File: src/rtl/booth_mac_accum.sv
// rtl/booth_mac_accum.sv - saturating accumulator summing N Booth products per result
// Accepts signed products on a valid/ready handshake and emits one dot-product term per group.
module booth_mac_accum #(
    parameter int PROD_W = 9,
    parameter int ACC_W  = 16,
    parameter int N      = 4,
    localparam int CNT_W = $clog2(N + 1)
) (
    input  logic              clk,
    input  logic              resetn,
    input  logic              clear,
    input  logic              in_valid,
    output logic              in_ready,
    input  logic [PROD_W-1:0] in_product,
    output logic              out_valid,
    input  logic              out_ready,
    output logic [ACC_W-1:0]  out_data,
    output logic              out_sat,
    output logic [CNT_W-1:0]  count
);

    typedef enum logic {ST_ACC, ST_DONE} state_t;

    localparam int EXT_W = ACC_W + 1 - PROD_W;
    localparam logic [CNT_W-1:0] LAST    = CNT_W'(N - 1);
    localparam logic [ACC_W-1:0] ACC_MAX = {1'b0, {(ACC_W-1){1'b1}}};
    localparam logic [ACC_W-1:0] ACC_MIN = {1'b1, {(ACC_W-1){1'b0}}};

    state_t             state_q, state_d;
    logic [ACC_W-1:0]   acc_q, acc_d;
    logic [CNT_W-1:0]   count_q, count_d;
    logic               sat_q, sat_d;
    logic               out_valid_q, out_valid_d;
    logic [ACC_W-1:0]   out_data_q, out_data_d;
    logic               out_sat_q, out_sat_d;

    logic [ACC_W:0]     sum;
    logic               pos_ovf;
    logic               neg_ovf;
    logic [ACC_W-1:0]   sum_clamped;

    // One guard bit: a mismatch between the top two bits means the add left the ACC_W range.
    always_comb begin
        sum     = {{EXT_W{in_product[PROD_W-1]}}, in_product} + {acc_q[ACC_W-1], acc_q};
        pos_ovf = !sum[ACC_W] && sum[ACC_W-1];
        neg_ovf = sum[ACC_W] && !sum[ACC_W-1];
        if (pos_ovf) begin
            sum_clamped = ACC_MAX;
        end else if (neg_ovf) begin
            sum_clamped = ACC_MIN;
        end else begin
            sum_clamped = sum[ACC_W-1:0];
        end
    end

    always_comb begin
        state_d     = state_q;
        acc_d       = acc_q;
        count_d     = count_q;
        sat_d       = sat_q;
        out_valid_d = out_valid_q;
        out_data_d  = out_data_q;
        out_sat_d   = out_sat_q;
        if (clear) begin
            state_d     = ST_ACC;
            acc_d       = '0;
            count_d     = '0;
            sat_d       = 1'b0;
            out_valid_d = 1'b0;
        end else if (state_q == ST_ACC) begin
            if (in_valid) begin
                if (count_q == LAST) begin
                    out_data_d  = sum_clamped;
                    out_sat_d   = sat_q | pos_ovf | neg_ovf;
                    out_valid_d = 1'b1;
                    acc_d       = '0;
                    count_d     = '0;
                    sat_d       = 1'b0;
                    state_d     = ST_DONE;
                end else begin
                    acc_d   = sum_clamped;
                    count_d = count_q + CNT_W'(1);
                    sat_d   = sat_q | pos_ovf | neg_ovf;
                end
            end
        end else if (out_ready) begin
            out_valid_d = 1'b0;
            state_d     = ST_ACC;
        end
    end

    always_ff @(posedge clk or negedge resetn) begin
        if (!resetn) begin
            state_q     <= ST_ACC;
            acc_q       <= '0;
            count_q     <= '0;
            sat_q       <= 1'b0;
            out_valid_q <= 1'b0;
            out_data_q  <= '0;
            out_sat_q   <= 1'b0;
        end else begin
            state_q     <= state_d;
            acc_q       <= acc_d;
            count_q     <= count_d;
            sat_q       <= sat_d;
            out_valid_q <= out_valid_d;
            out_data_q  <= out_data_d;
            out_sat_q   <= out_sat_d;
        end
    end

    assign in_ready  = (state_q == ST_ACC);
    assign out_valid = out_valid_q;
    assign out_data  = out_data_q;
    assign out_sat   = out_sat_q;
    assign count     = count_q;

endmodule

File: config.mk
export PLATFORM = sky130hd
export DESIGN_NAME = booth_mac_accum
export DESIGN_NICKNAME = d
export VERILOG_FILES = /design/src/rtl/booth_mac_accum.sv
export SDC_FILE = /design/constraint.sdc
export NUM_CORES = 1
export LEC_CHECK = 0
export CORE_MARGIN = 2
export CORE_UTILIZATION = 25
export DETAILED_ROUTE_END_ITERATION = 6
export DONT_BUFFER_PORTS = 1
export PLACE_DENSITY_LB_ADDON = 0.1
export SYNTH_ARGS = -nofsm -noshare
export SYNTH_HDL_FRONTEND = slang
export SYNTH_SLANG_ARGS = --single-unit
File: constraint.sdc
create_clock -name clk -period 3.44 [get_ports clk]
set_input_delay 0.516 -clock clk [delete_from_list [all_inputs] [get_ports clk]]
set_output_delay 0.516 -clock clk [all_outputs]
set_load 0.01 [all_outputs]
Word-level counts from Yosys, hierarchy flattened

Cells that the tools add are included.

Flip-flop bits (word level): 39
Bits in latches: 0
Memory bits (writable): 0
Bits in read-only memories: 0
Input bits: 14
Output and inout port bits: 22
Logic and storage cells: 50
Memories: 0

$add $sub $neg: 2
Multiply operators: 0
Divide/modulo/power cells: 0
Order comparisons: 0
Equality and inequality tests: 3
Shift-type cells: 0
Muxes and demuxes: 24
Bitwise operators: 4
Reduce and logical (&&, ||, !) cells: 10

Operators by type and width:

| cell                                                            | count |
|---|---|
| 16-bit 2-to-1 mux                                               | 6 |
| 9-bit by 16-bit adder with 17-bit output                        | 1 |
| 1-bit 2-to-1 mux                                                | 14 |
| 3-bit 2-to-1 mux                                                | 4 |
| 3-bit nonzero test                                              | 2 |
| 4-bit AND reduction                                             | 1 |
| 3-bit by 1-bit adder with 3-bit output, second input constant   | 1 |
| 3-bit by 2-bit == test with 1-bit output, second input constant | 1 |
| 3-bit != test, second input constant                            | 1 |
| 3-bit AND reduction                                             | 1 |
| 1-bit logical AND                                               | 2 |
| 1-bit logical NOT                                               | 2 |
| 2-bit != test, second input constant                            | 1 |
| 1-bit inverter                                                  | 2 |
| 1-bit OR                                                        | 2 |
| 2-bit AND reduction                                             | 1 |
| 2-bit nonzero test                                              | 1 |

Longest topological paths before layout

Depth in word-level cells: 9
Mapped depth: 11
Mapped depth without buffers: 10

Worst setup path after synthesis

No wires, ideal clock.

Path type: input to register
From: input in_product[0]
To: register out_data_q[10] (netlist: out_data[10])
Setup time: 0.125 ns
Arrival time: 2.713 ns
Required time: 3.315 ns
Path slack: 0.602 ns
Cell stages on the path: 11
Path buffers: 1
Cells stage by stage: ha_1 -> inv_1 -> fa_1 -> nor2b_4 -> o31a_4 -> nor3_4 -> o31ai_2 -> o221a_4 -> buf_6 -> maj3_2 -> mux2_2

Word-level cells in the longest chain between the ends: 5
Elaborated cells between the ends (all ways): 7
Those cells by class: add/sub (1); mux (2); reduce/logical (4)

RTL lines:

| item                                         | line | text |
|---|---|---|
| from (decl)                                  | 14   | `input logic [PROD_W-1:0] in_product,` |
| 9-bit by 16-bit adder with 17-bit output (*) | 44   | `sum = {{EXT_W{in_product[PROD_W-1]}}, in_product} + {acc_q[ACC_W-1], acc_q};` |
| 1-bit logical NOT                            | 46   | `neg_ovf = sum[ACC_W] && !sum[ACC_W-1];` |
| 1-bit logical AND                            | 46   |  |
| 16-bit 2-to-1 mux                            | 49   | `end else if (neg_ovf) begin` |
| 16-bit 2-to-1 mux (*)                        | 47   | `if (pos_ovf) begin` |
| to (signal assigned)                         | 107  | `out_data_q <= out_data_d;` |
| to (decl)                                    | 34   | `logic [ACC_W-1:0] out_data_q, out_data_d;` |

Every way passes the cells marked *; elsewhere a longest branch is shown, timed or not.
A chain may end at the register's enable or synchronous reset.

Worst setup path after layout

From: register acc_q[0]
To: register out_data_q[0] (netlist: out_data[0])

Word-level cells in the longest chain between the ends: 5
Elaborated cells between the ends (all ways): 7
Those cells by class: add/sub (1); mux (2); reduce/logical (4)

RTL lines:

| item                                         | line | text |
|---|---|---|
| from (decl)                                  | 30   | `logic [ACC_W-1:0] acc_q, acc_d;` |
| from (signal assigned)                       | 95   | `acc_q <= '0;` |
| from (signal assigned)                       | 103  | `acc_q <= acc_d;` |
| 9-bit by 16-bit adder with 17-bit output (*) | 44   |  |
| 1-bit logical NOT                            | 46   |  |
| 1-bit logical AND                            | 46   |  |
| 16-bit 2-to-1 mux                            | 49   |  |
| 16-bit 2-to-1 mux (*)                        | 47   |  |

Marks and branches as above.

==> flow_metrics.tcl <==
set metrics [dict create \
    post_cts_buffers 0 \
    numPortBuffers 0 \
    ys_types 44 \
    coreArea_sq_um 9640 \
    syn_inst 229 \
    vias_per_cell 4.65 \
    fin_setup_tns_ps 0 \
    period_share_pct 82.9 \
    drt-total-wl_mm 5.77 \
    slew_viol_final 0 \
    tightest_slew_ps 966 \
    drive_gt1_share_pct 17.4 \
    yosysSeqAreaShare_pct 39.9 \
    row_count 36 \
    cts_tree "built" \
    avgSynthCellArea_sq_um 10.7 \
    dpl.hpwl_mm 4.07 \
    clkLatencyLatePin_ps 290 \
    finalSetupViolCount 0 \
    wl_per_cell_microns 15.9 \
    routabilityCongestion 0.697 \
    max_slew_margin_pct 35.6 \
    p_switching_uw 1070 \
    ir_worst_vdd_v 0.000266 \
    power_leakage_uw 0.00121 \
    track_usage_pct 11.7 \
    die_area_sq_um 10600 \
    p_seq_share_pct 30.3 \
    crit_type "reg2reg" \
    die_x_microns 103 \
    synth_ff_type "dfrtp_1" \
    grt_remaining_overflow 0 \
    start_util_pct 25.4 \
    hold_violations 0 \
    synth-edff-count 0 \
    rsz0062_at_grt "no" \
    syn_to_final_growth_pct 10.3 \
    powerDensity_nw_per_um2 933 \
    route.detailed.drc 0 \
    hold_class "in2async" \
    outcome "finished, final reports clean" \
    ioPinCount 36 \
    placed_area_sq_um 2570 \
    netlist_area_sq_um 2440 \
    path_clk_slew_ps 80 \
    crit_path_end_kind "flip-flop" \
    ys_seq_elements 39 \
    grt_pass1_wl_mm 9.49 \
    grt_max_degree 40 \
    max_cap_viol_count 0 \
    detail-route-antenna-nets 0 \
    ctsRootBufferMaster "clkbuf_8" \
    arrival_ps 3030 \
    p_int_uw 1450 \
    async_reset_ff_share_pct 100 \
    clkPwrFrac_pct 14.1 \
    comb_power_share_pct 55.6 \
    switching_share_pct 42.4 \
    design_area_sq_um 2700 \
    antenna_found_initial 0 \
    skew_ps 5.10 \
    htreeDepth 2 \
    period_minus_slack_ps 2850 \
    antennaDiodeCount 0 \
    cts_buffer_depth 2 \
    max_freq_mhz 351 \
    grt_pass1_vias 1766 \
    cts_sinks 39 \
    syn-num-nets 261 \
    yosysWarnings 0 \
    mostFrequentLayoutCells "dfrtp_1 (39), nand2_1 (20), ha_1 (17)" \
    layout_commonest_cell "dfrtp_1" \
    worst-path-max-fanout 16 \
    cp-start-kind "flip-flop" \
    routed-via-count 1689 \
    required_ps 3620 \
    die_y_microns 103 \
    nNetsFinal 261 \
    dr.pass1.iters 4 \
    cts_buffers 5 \
    first_iter_violations 39 \
]
[cells in the mapped netlist, types with 2 or more instances]
cell | number | area share [%]
clkbuf_1 | 8 | 1.2
inv_1 | 6 | 0.92
dfrtp_1 | 39 | 40
xnor2_1 | 7 | 2.5
nand3b_1 | 2 | 0.61
mux2_2 | 13 | 6.0
a21oi_1 | 14 | 2.9
nor2b_1 | 3 | 0.77
nor2_1 | 8 | 1.2
maj3_1 | 7 | 2.9
o31ai_1 | 2 | 0.61
ha_1 | 17 | 8.7
a22o_1 | 13 | 4.7
nand2_1 | 20 | 3.1
or3_1 | 3 | 0.77
o21ai_0 | 16 | 3.3
and3_1 | 2 | 0.51
xor2_1 | 6 | 2.2
o21a_1 | 4 | 1.2
nand3_1 | 4 | 0.82
buf_6 | 2 | 0.92
o211ai_1 | 3 | 0.92
and3b_1 | 2 | 0.72
maj3_2 | 8 | 3.7
[critical path, cell delays in order, from the launching register on]
cell and delay (ps):
dfrtp_1 390, ha_1 220, inv_1 80, fa_1 250
nor2b_4 60, o31a_4 300, nor3_4 240, o31ai_2 140
o221a_4 400, maj3_1 400, mux2_2 270
[logic make-up (layout without fill, tap and decap cells)]
| group | after synthesis | in the layout | share of synthesized area [%] |
|---|---|---|---|
| compound gates | 64 | 64 | 19.1 |
| xor+xnor | 13 | 13 | 4.66 |
| fa+ha+maj | 33 | 33 | 16.1 |
| buf+inv | 16 | 17 | 3.07 |
| flops | 39 | 39 | 39.9 |
| mux | 14 | 14 | 6.40 |
| simple gates | 50 | 50 | 10.8 |
[power groups by stage]
stage	clock [uW]	sequential [uW]	combinational, uW
after floorplan	0	738	1160
after global placement	0	771	1420
after detailed placement	0	770	1400
after CTS	375	764	1420
after global routing	401	786	1550
final	355	761	1400
[final cells by class]
cell class / count / area, sq um
fillers: 1050 / 6940
multi-input cells: 174 / 1400
flip-flops and latches: 39 / 976
well taps: 133 / 166
clock buffers: 8 / 100
repair buffers: 3 / 35.0
inverters: 6 / 22.5
[metal layers]
metal  up-vias  routed length, microns  GRT usage [%]  share of wire, %
li1        839                       -              -                 -
met3         6                     220           2.92               3.8
met5         -                       0              0                 0
met2        18                    2700           18.1                47
met1       826                    2760           16.3                48
met4         0                      86           3.64               1.5
[through the flow]
stage / power, uW / hold WS, ps / cells / worst slack, ps / utilization [%]
after global routing: 2740 / 59.0 / 363 / 455 / 28.0
after detailed placement: 2170 / 222 / 354 / 432 / 26.7
final: 2510 / 60.4 / 363 / 589 / 28.0
after global placement: 2190 / 222 / 354 / 494 / 26.7
after CTS: 2560 / 57.4 / 363 / 564 / 28.0
after floorplan: 1900 / 220 / 229 / 602 / -
[flip-flops by register name, summed over array words and instances (netlist names)]
| signal | count |
|---|---|
| out_data | 16 |
| out_valid | 1 |
| sat_q | 1 |
| count | 3 |
| state_q | 1 |
| acc_q | 16 |
| out_sat | 1 |
[final timing paths]
check / from / to / slack [ps] / depth (start not counted)
max: acc_q[0]$_DFFE_PN0P_ / out_data[0]$_DFFE_PN0P_ / 590 / 10
min: resetn / out_data[6]$_DFFE_PN0P_ / 60 / 1
max reg2reg: acc_q[0]$_DFFE_PN0P_ / out_data[0]$_DFFE_PN0P_ / 590 / 10
min reg2reg: acc_q[13]$_DFFE_PN0P_ / acc_q[13]$_DFFE_PN0P_ / 500 / 2
max in group asynchronous: resetn / out_valid$_DFFE_PN0P_ / 3180 / 1
min in group clk: clear / count[1]$_DFFE_PN0P_ / 280 / 1
[repair_timing]
item,CTS,global route
resized for setup,0,0
hold buffers,1,0
endpoints found under the hold margin,39,0
(Power assumes the default switching activity.)
